===== src/rtl/lsu_mem_port_pkg.sv =====
// Shared access-size constants, LSU state encoding and the alignment rule.
package lsu_mem_port_pkg;

    // mem_mask_d has the same value as the existing decoder define.
    localparam logic [7:0] mem_mask_b = 8'h01;
    localparam logic [7:0] mem_mask_h = 8'h03;
    localparam logic [7:0] mem_mask_w = 8'h0F;
    localparam logic [7:0] mem_mask_d = 8'hFF;

    typedef enum logic [1:0] {
        LSU_IDLE = 2'd0,
        LSU_REQ  = 2'd1,
        LSU_WAIT = 2'd2,
        LSU_DONE = 2'd3
    } lsu_state_e;

    // Legal iff the mask is a known size and the offset is a multiple of it.
    function automatic logic access_legal(input logic [7:0] mask, input logic [2:0] off);
        case (mask)
            mem_mask_b: return 1'b1;
            mem_mask_h: return ~off[0];
            mem_mask_w: return off[1:0] == 2'b00;
            mem_mask_d: return off == 3'b000;
            default:    return 1'b0;
        endcase
    endfunction

endpackage


===== src/rtl/lsu_load_ext.sv =====
// Aligns a raw bus doubleword to the access offset and sign/zero-extends it.
module lsu_load_ext
    import lsu_mem_port_pkg::*;
#(
    parameter int XLEN = 64
) (
    input  logic [XLEN-1:0] raw,
    input  logic [2:0]      off,
    input  logic [7:0]      mask,
    input  logic            load_unsigned,
    output logic [XLEN-1:0] data
);

    logic [XLEN-1:0] sh;

    always_comb begin
        sh   = raw >> {off, 3'b000};
        data = sh;
        case (mask)
            mem_mask_b: data = {{(XLEN-8){sh[7] & ~load_unsigned}}, sh[7:0]};
            mem_mask_h: data = {{(XLEN-16){sh[15] & ~load_unsigned}}, sh[15:0]};
            mem_mask_w: data = {{(XLEN-32){sh[31] & ~load_unsigned}}, sh[31:0]};
            default:    data = sh;
        endcase
    end

endmodule


===== src/rtl/lsu_mem_port.sv =====
// Load/store port: turns one core request into a byte-strobed aligned bus
// transaction and stalls the core until it completes.
//
// state | meaning
// IDLE  | waiting for start; illegal requests pulse err here
// REQ   | req_valid high, fields held until req_ready
// WAIT  | handshake done, waiting for resp_valid
// DONE  | one-cycle done pulse, stall released
module lsu_mem_port
    import lsu_mem_port_pkg::*;
#(
    parameter int XLEN   = 64,
    parameter int AW     = 64,
    parameter int STRB_W = XLEN / 8
) (
    input  logic              clk,
    input  logic              rst,
    input  logic              start,
    input  logic              mem_wen,
    input  logic [STRB_W-1:0] mem_mask,
    input  logic              load_unsigned,
    input  logic [AW-1:0]     addr,
    input  logic [XLEN-1:0]   wdata,
    output logic              stall,
    output logic              done,
    output logic              err,
    output logic [XLEN-1:0]   rdata,
    output logic              req_valid,
    input  logic              req_ready,
    output logic              req_wen,
    output logic [AW-1:0]     req_addr,
    output logic [STRB_W-1:0] req_wstrb,
    output logic [XLEN-1:0]   req_wdata,
    input  logic              resp_valid,
    input  logic [XLEN-1:0]   resp_rdata
);

    lsu_state_e        state, state_nxt;
    logic              legal;
    logic              accept;
    logic [2:0]        off_q;
    logic [STRB_W-1:0] mask_q;
    logic              uns_q;
    logic [XLEN-1:0]   ext_data;

    assign legal  = access_legal(mem_mask, addr[2:0]);
    assign accept = (state == LSU_IDLE) && start && legal;

    always_ff @(posedge clk or posedge rst) begin
        if (rst) state <= LSU_IDLE;
        else     state <= state_nxt;
    end

    always_comb begin
        state_nxt = state;
        case (state)
            LSU_IDLE: if (start && legal) state_nxt = LSU_REQ;
            LSU_REQ:  if (req_ready)      state_nxt = LSU_WAIT;
            LSU_WAIT: if (resp_valid)     state_nxt = LSU_DONE;
            LSU_DONE:                     state_nxt = LSU_IDLE;
            default:                      state_nxt = LSU_IDLE;
        endcase
    end

    // Decoded from state alone so reset drops req_valid/stall without a clock.
    always_comb begin
        stall     = (state == LSU_REQ) || (state == LSU_WAIT);
        done      = (state == LSU_DONE);
        req_valid = (state == LSU_REQ);
    end

    lsu_load_ext #(.XLEN(XLEN)) u_load_ext (
        .raw           (resp_rdata),
        .off           (off_q),
        .mask          (mask_q),
        .load_unsigned (uns_q),
        .data          (ext_data)
    );

    always_ff @(posedge clk or posedge rst) begin
        if (rst) begin
            err       <= 1'b0;
            off_q     <= '0;
            mask_q    <= '0;
            uns_q     <= 1'b0;
            req_wen   <= 1'b0;
            req_addr  <= '0;
            req_wstrb <= '0;
            req_wdata <= '0;
            rdata     <= '0;
        end else begin
            err <= (state == LSU_IDLE) && start && !legal;
            if (accept) begin
                off_q     <= addr[2:0];
                mask_q    <= mem_mask;
                uns_q     <= load_unsigned;
                req_wen   <= mem_wen;
                req_addr  <= {addr[AW-1:3], 3'b000};
                req_wstrb <= mem_wen ? (mem_mask << addr[2:0]) : '0;
                req_wdata <= wdata << {addr[2:0], 3'b000};
            end
            if ((state == LSU_WAIT) && resp_valid && !req_wen)
                rdata <= ext_data;
        end
    end

endmodule


===== config.mk =====
export PLATFORM = sky130hd
export DESIGN_NAME = lsu_mem_port
export DESIGN_NICKNAME = d
export VERILOG_FILES = /design/src/rtl/lsu_mem_port_pkg.sv /design/src/rtl/lsu_load_ext.sv /design/src/rtl/lsu_mem_port.sv
export SDC_FILE = /design/constraint.sdc
export NUM_CORES = 1
export LEC_CHECK = 0
export BUFFER_PORTS_ARGS = -buffer_cell sky130_fd_sc_hd__buf_2
export CAP_MARGIN = 10
export CELL_PAD_IN_SITES_DETAIL_PLACEMENT = 2
export CELL_PAD_IN_SITES_GLOBAL_PLACEMENT = 2
export CORE_MARGIN = 1
export CORE_UTILIZATION = 30
export CTS_BUF_LIST = sky130_fd_sc_hd__clkbuf_4
export DETAILED_ROUTE_END_ITERATION = 6
export GPL_TIMING_DRIVEN = 0
export PLACE_DENSITY = 0.92
export SLEW_MARGIN = 15
export SYNTH_ARGS = -nofsm -noshare
export SYNTH_HDL_FRONTEND = slang
export SYNTH_SLANG_ARGS = --single-unit

===== constraint.sdc =====
create_clock -name clk -period 10.1 [get_ports clk]
set_clock_uncertainty 0.05 [all_clocks]
set_input_delay 2.525 -clock clk [delete_from_list [all_inputs] [get_ports clk]]
set_output_delay 2.525 -clock clk [all_outputs]
set_load 0.1 [all_outputs]

==> impl.org, run 1 <==
** Critical path
- Worst reg-to-reg setup slack :: roughly 7 ns
- The cell family contributing the most delay on the critical path is buffers and inverters.
- The critical path is of the reg2out type.
- The largest single stage delay on the critical path is 0.42 ns.
- The worst setup path is launched from a flop.
- In this run the worst path has a maximum fanout of 4.
- Data on the critical path is required at its endpoint by around 7.5 ns.
- Worst Path Buf+Inv :: 2
- Slowest cell on the critical path :: sky130_fd_sc_hd__buf_2
- Endpoint type of the worst setup path :: output pin
- Ordered list of cells on the worst path :: inv_1 -> ha_1 -> buf_2
- STA puts the critical path data arrival time at roughly 2.0 ns.

** Clocking
- Hold repair after CTS inserted 0 buffers.
- For the worst-skew pair, the clock arrives at the later sink with an insertion delay of 0.81 ns.
- In this run, CTS created clock tree buffers numbering 60.
- Buffers added to address setup during post-CTS repair amount to 0.
- TritonCTS built the clock tree.
- Cell chosen for the clock root :: sky130_fd_sc_hd__clkbuf_4
- Counting every sink on the clock net gives between 200 and 250.
- Resized cells post-CTS :: 0
- The clock passes through at most 3 buffers.
- H-Tree Depth :: 2
- Clock-pin slew was measured on the worst setup and hold paths at ~0.07 ns.

** Detailed routing
- The first routing iteration left 805 violations.
- For this run, design rule violations remaining after detail routing come to 0.
- The first detailed-routing pass ran for 5 iterations.
- WL per Instance :: approximately 26 um
- The routed layout has roughly 13000 vias.
- Routed wire length :: roughly 60 mm
- The detail route stage leaves a number of antenna-violating nets equal to 0.
- Dividing the detail-routed via count by the number of cells gives ~5.5.

** Cells and area
- In the layout the commonest cells are 438 x sky130_fd_sc_hd__buf_2, 327 x sky130_fd_sc_hd__nand2_1, 213 x sky130_fd_sc_hd__dfrtp_1, 109 x sky130_fd_sc_hd__nor2_1, 99 x sky130_fd_sc_hd__mux2i_1.
- Commonest non-fill, non-tap cell in the layout :: sky130_fd_sc_hd__buf_2
- Nets@finish :: ~2000
- Cells with a size suffix above 1 make up 34.5% of the layout.
- Footprint of the multi-input gates :: between 0.006 and 0.007 mm^2
- Number of fill cells :: around 4300
- Compared with the post-synthesis result, the final layout area differs by 29.6%.
- The sequential cells in the finished layout cover a total of 0.00533 mm^2.

** Floorplan
- Number of rows created at floorplan :: between 70 and 80
- The core region is between 0.03 and 0.04 mm^2.
- Height of the chip :: just over 200 um
- The die covers between 0.04 and 0.05 mm^2.
- The initial utilization of the core area, before any placement, comes to between 30% and 40%.
- Die width :: just over 200 um
- Num ports :: a little over 400

** Global route
- Overflow left after global routing :: 0
- Entering global routing, the biggest net connects between 80 and 90 pins.
- In the global route stage, overall resource usage came out at 29.6%.
- The first global-routing pass estimated 90.5 mm of wire.
- Number of global-route vias before repair :: between 10000 and 15000
- The number of antenna violations at the first check in global routing is 10.

** Timing
- Setup violations remaining at the end of the flow were counted as 0.
- Number of slew-limit violations in the final report :: 0
- Static timing analysis puts the maximum clock frequency at approximately 220 MHz.
- Setup repair after global routing left no endpoint under its margin.
- Shortest period the worst path allows :: 4.58 ns
- Final hold violation count :: 0
- Tcrit/Tclk final :: a little under half
- Smallest setup slack after layout :: 5.52 ns
- Measured slew at the worst slew-check pin :: around 0.96 ns
- Worst hold-check slack :: ~0.42 ns
- Relative slew slack :: ~36%

** Logic synthesis
- Synthesis handed over a netlist of ~1300 instances.
- Counting distinct cell types in the post-synthesis netlist gives 63.
- Number of flops mapped to enable cells by yosys :: 0
- After synthesis, the share of flip-flops with an asynchronous set or reset is 100%.
- During synthesis, Yosys emitted a total of 0 warnings.
- Of the synthesized area, sequential elements account for approximately 45%.
- Combined area of all synthesized cells :: 0.0119 mm^2
- Main flop type after synthesis :: sky130_fd_sc_hd__dfrtp_1
- Post-synthesis register bit count :: around 210
- After synthesis, the mean cell area works out to 9.35 um^2.

** Job
- Number of max-cap violations :: 0

** Placed design
- The wire-length estimate of the detail-placed layout is approximately 45 mm.
- The congestion estimate from routability-driven global placement came to about 0.94.
- Buffers placed on the I/O ports in this run total roughly 410.
- Prior to clock tree synthesis, the placed netlist has a worst setup slack of 4.96 ns.

** Outcome
- Run status :: complete, no violations

** Power
- Power per standard cell area :: roughly 260 mW/mm^2
- Summed over all cells, the static leakage comes to ~8 nW.
- Largest voltage drop on the vdd net :: about 140 uV
- Sum of internal, switching and leakage power :: between 3 and 4 mW

** Hold path
- The tightest min-delay check is of the reg2reg type.
==> area by class of cell <==
class / instances / area share, %
buffer: 108 / 3.38
sequential: 213 / 34.6
multi-input combinational: 941 / 39.0
timing repair buffer: 411 / 13.6
inverter: 12 / 0.341
antenna: 5 / 0.0812
clock buffer: 85 / 4.14
tap: 518 / 4.20
clock inverter: 20 / 0.658
==> through the flow <==
stage	utilization (%)	instance area, um^2	cells	setup TNS (ns)
global route	39.7	15400	2312	0
global placement	37.6	14600	2200	-205.11
floorplan	-	11900	1274	0
CTS	39.7	15400	2308	0
finish	39.7	15400	2313	0
detailed placement	37.8	14700	2203	0
==> report_power, final <==
part,switching [mW],internal (mW),total [mW]
sequential,0.111,1.02,1.13
combinational,1.69,0.354,2.04
clock,0.427,0.390,0.817
==> cell usage after synthesis (all sizes together) (3+ instances only) <==
cell,n,area (um^2)
nand2,327,1230
dfrtp,213,5330
nor2,110,415
mux2i,99,991
clkbuf,56,220
buf,50,280
a31oi,49,319
a21oi,46,230
a211oi,38,290
o21ai,31,155
mux4,30,676
mux2,26,293
nor2b,24,150
o31ai,20,150
a21o,17,128
o211ai,14,105
o21a,14,105
inv,12,45.0
o22ai,11,68.8
a211o,8,70.1
nor3b,8,60.1
o221ai,8,70.1
o2bb2ai,7,61.3
nand2b,6,37.5
ha,5,62.6
nand3,4,20.0
nand4,3,18.8
nand4b,3,26.3
nor3,3,15.0
or2,3,18.8
or3,3,25.0
==> cells by family after synthesis <==
family | after synthesis | synth area share (%)
AOI/OAI and AO/OA | 274 | 15.6
adders and majority gates | 5 | 0.526
buffers and inverters | 120 | 4.76
DFF | 213 | 44.8
muxes | 155 | 16.5
other | 1 | 0.0315
and+or+nand+nor | 504 | 17.8
==> path summary, 6_finish.rpt <==
check | startpoint | end | cells past startpoint
min in group asynchronous | rst | rdata[63] | 2
hold reg to reg | req_wstrb[3] | req_wstrb[3] | 2
setup reg to reg | off_q[1] | rdata[6] | 7
setup / recovery | state[1] | stall | 3
max in group asynchronous | rst | req_wdata[27] | 3
hold / removal | req_wstrb[3] | req_wstrb[3] | 2
==> worst reg2reg max path, delay by kind of cell, from the launching register on <==
| family | cells | cell delay (ns) |
|---|---|---|
| muxes | 2 | 0.33 |
| AOI/OAI and AO/OA | 2 | 0.87 |
| buffers and inverters | 3 | 1.33 |
| DFF | 1 | 0.45 |
==> layer usage <==
layer	GRT usage, %	part of all wire (%)	up-vias
met1	33.4	38	6416
met2	52.1	50	681
li1	-	-	5456
met5	0	0.10	-
met4	13.4	4.3	10
met3	7.63	7.7	171
==> flip-flops by register name (all words and copies together), names as in the netlist <==
signal     count
rdata         64
req_wdata     64
req_addr      61
mask_q         8
req_wstrb      8
off_q          3
state          2
err            1
req_wen        1
uns_q          1
(Power assumes the default switching activity.)
==> run 2: changes to the inputs <==
clock period = 4.6 ns   (was 10.1 ns; I/O delays follow)
==> impl.org, run 2 (synthesized netlist as in run 1, its figures left out) <==
** Floorplan
- The number of placement rows is 72 (unchanged).
- DIE AREA :: 0.0404 mm^2 (unchanged)
- The starting density of the core came to 30.6% (unchanged).
- The core area came to 0.0388 mm^2 (unchanged).
- Height of the chip :: 201 um (unchanged)
- The I/O pin total came to 412 (unchanged).
- The die width came to 201 um (unchanged).

** Timing
- The count of endpoints failing hold in the final timing report is 0 (unchanged).
- The count of final max-slew check failures came to 0 (unchanged).
- Setup repair after global routing left no endpoint under its margin.
- Relative slew slack :: 30.2% (-5.5 points)
- Static timing analysis puts the maximum clock frequency at 312 MHz.
- The final worst setup slack was 1.40 ns (-4.12 ns).
- The total of endpoints with negative setup slack in the final report is 0 (unchanged).
- The worst path in the final design needs a cycle of between 3 and 4 ns, including I/O delays and setup.
- Tcrit/Tclk final :: 69.6%
- Worst hold-check slack :: 0.235 ns (-0.189 ns)
- The transition time at the pin with the least slew margin is 1.04 ns (+0.0818 ns).

** Critical path
- Largest driver fanout on the critical path :: 4 (unchanged)
- The critical path in this run is classified as reg2out.
- Critical path data arrival time :: 2.00 ns (about the same)
- Worst Setup Start Kind :: flop
- The worst setup path is captured at an output pin.
- Worst path required time :: 3.40 ns (-4.13 ns)

** Detailed routing
- The number of DRC markers in iteration 0 was 802 (-0.37%).
- The first-pass iteration count of the detailed router is 5 (unchanged).
- Met2 routed wirelength :: 30.0 mm (-1.6%)
- Highest metal layer with signal wires :: met5
- The count of antenna-violating nets left after detailed routing was 0 (unchanged).
- DRC :: 0 (unchanged)
- Routed met3 length :: 5.03 mm (+8.3%)
- Routed wire length :: 61.6 mm (+1.9%)
- The average wire per standard cell was 26.5 um (+1.4%).
- Vias :: 12900 (+1.0%)
- The routed metal-1 wire length came to 23.2 mm (+2.1%).
- The via density per instance was 5.54 (+0.59%).

** Clocking
- The insertion delay to the later sink of the worst-skew pair is 0.83 ns (+0.02 ns).
- Clock transition at the register clock pins on the worst setup and hold paths after CTS :: 0.07 ns (about the same)
- TritonCTS Buffers :: 60 (unchanged)
- H-Tree Depth :: 2 (unchanged)
- The number of clock sinks seen by CTS is 213 (unchanged).
- Buffers inserted by post-CTS timing repair :: 0 (unchanged)
- The number of gates resized after CTS was 0 (unchanged).
- Clock tree synthesis selected as its root buffer the cell sky130_fd_sc_hd__clkbuf_4.
- TritonCTS clock tree :: done
- Hold-fix buffers at CTS :: 0 (unchanged)
- The maximum buffer depth of the clock tree is 3 (unchanged).

** Power
- Power per standard cell area :: 573 mW/mm^2 (+120%)
- The maximum vdd drop is 306 uV (+120%).
- Sum of internal, switching and leakage power :: 8.90 mW (+120%)
- The leakage power total is 7.91 nW (+0.78%).

** Placed design
- The worst slack at placement came to 0.868 ns (-4.09 ns).
- Number of I/O port buffers :: 408 (unchanged)
- Half-perimeter wire length of the detailed placement result :: 45.6 mm (+0.69%)
- Routability congestion estimate :: 0.925 (-1.3%)

** Global route
- Number of antenna violations at the first check in global routing :: 10 (unchanged)
- The total global routing overflow was 0 (unchanged).
- The wire length of the first global-routing pass came to 92.7 mm (+2.4%).
- The all-layer global routing usage was 30.5% (+0.90 points).
- The largest net degree at the start of global routing was 36 (-59%).
- The via count of the first global-routing pass is 14800 (+2.9%).

** Cells and area
- The top cell types in the final layout, fill and taps aside, are 437 x sky130_fd_sc_hd__buf_2, 327 x sky130_fd_sc_hd__nand2_1, 213 x sky130_fd_sc_hd__dfrtp_1, 109 x sky130_fd_sc_hd__nor2_1, 99 x sky130_fd_sc_hd__mux2i_1.
- Fraction of final layout cells sized beyond drive strength 1 :: 34.9% (+0.40 points)
- The number of nets in the finished design is 1963 (+0.20%).
- Leaving out fill and tap cells, the most frequent cell in the layout is sky130_fd_sc_hd__buf_2.
- The number of inserted filler cells in the final layout is 4386 (+0.87%).
- Biggest registers after layout :: rdata (64), req_wdata (64), req_addr (61)
- Compared with the post-synthesis result, the final layout area differs by 30.8%.

** Job
- Number of max-cap violations :: 0 (unchanged)

** Outcome
- Run status :: complete, no violations

** Hold path
- Worst hold-check path type :: in2async
## run 2: cell types whose count changed in the layout (fill, tap and decap cells not counted), sizes merged
cell,before,now
clkinvlp,0,1
clkinv,19,16
bufinv,0,1
diode,5,7
buf,461,465
inv,13,11
clkbuf,141,148
## run 2: per-layer routing
layer,GRT usage (%),up-vias
met1,34.0,6518
met5,0,-
met3,8.80,196
met4,17.0,6
met2,52.0,688
li1,-,5457
## run 2: final cells by class
| class | instances | area, um^2 | area share (%) |
|---|---|---|---|
| Multi-Input combinational cell | 941 | 6010 | 38.6 |
| Sequential cell | 213 | 5330 | 34.3 |
| Timing Repair Buffer | 415 | 2180 | 14.0 |
| Clock buffer | 92 | 691 | 4.44 |
| Tap cell | 518 | 648 | 4.17 |
| Buffer | 108 | 520 | 3.35 |
| Clock inverter | 17 | 103 | 0.660 |
| Inverter | 12 | 48.8 | 0.314 |
| Antenna cell | 7 | 17.5 | 0.113 |
## run 2: worst paths after layout
| path | start | to | slack, ns | cells past startpoint |
|---|---|---|---|---|
| hold reg to reg | req_addr[42] | req_addr[42] | 0.43 | 2 |
| min in group clk | req_addr[42] | req_addr[42] | 0.43 | 2 |
| max in group asynchronous | rst | req_addr[30] | 3.07 | 6 |
| setup reg to reg | off_q[0] | rdata[6] | 1.48 | 7 |
| setup / recovery | state[0] | stall | 1.40 | 3 |
| hold / removal | rst | req_wdata[5] | 0.24 | 2 |
## run 2: power breakdown
part / total (mW) / switching (mW) / leakage [nW] / internal, mW
Combinational: 4.50 / 3.72 / 4.66 / 0.785
Sequential: 2.48 / 0.249 / 2.77 / 2.23
Clock: 1.92 / 0.957 / 0.472 / 0.965
Total: 8.90 / 4.92 / 7.91 / 3.98
## run 2: through the flow
step	instance area [um^2]	util, %	TNS [ns]	cells
after global routing	15500	40.0	0	2322
after detailed placement	14700	38.0	0	2207
after global placement	14600	37.6	-172.58	2200
after floorplan	11900	-	0	1274
after CTS	15500	40.0	0	2316
final	15500	40.0	0	2323
## run 2: critical path, cell delays in order (launching register included)
cell and delay [ns]:
sky130_fd_sc_hd__dfrtp_1 0.39, sky130_fd_sc_hd__inv_1 0.11, sky130_fd_sc_hd__ha_1 0.32, sky130_fd_sc_hd__buf_2 0.43
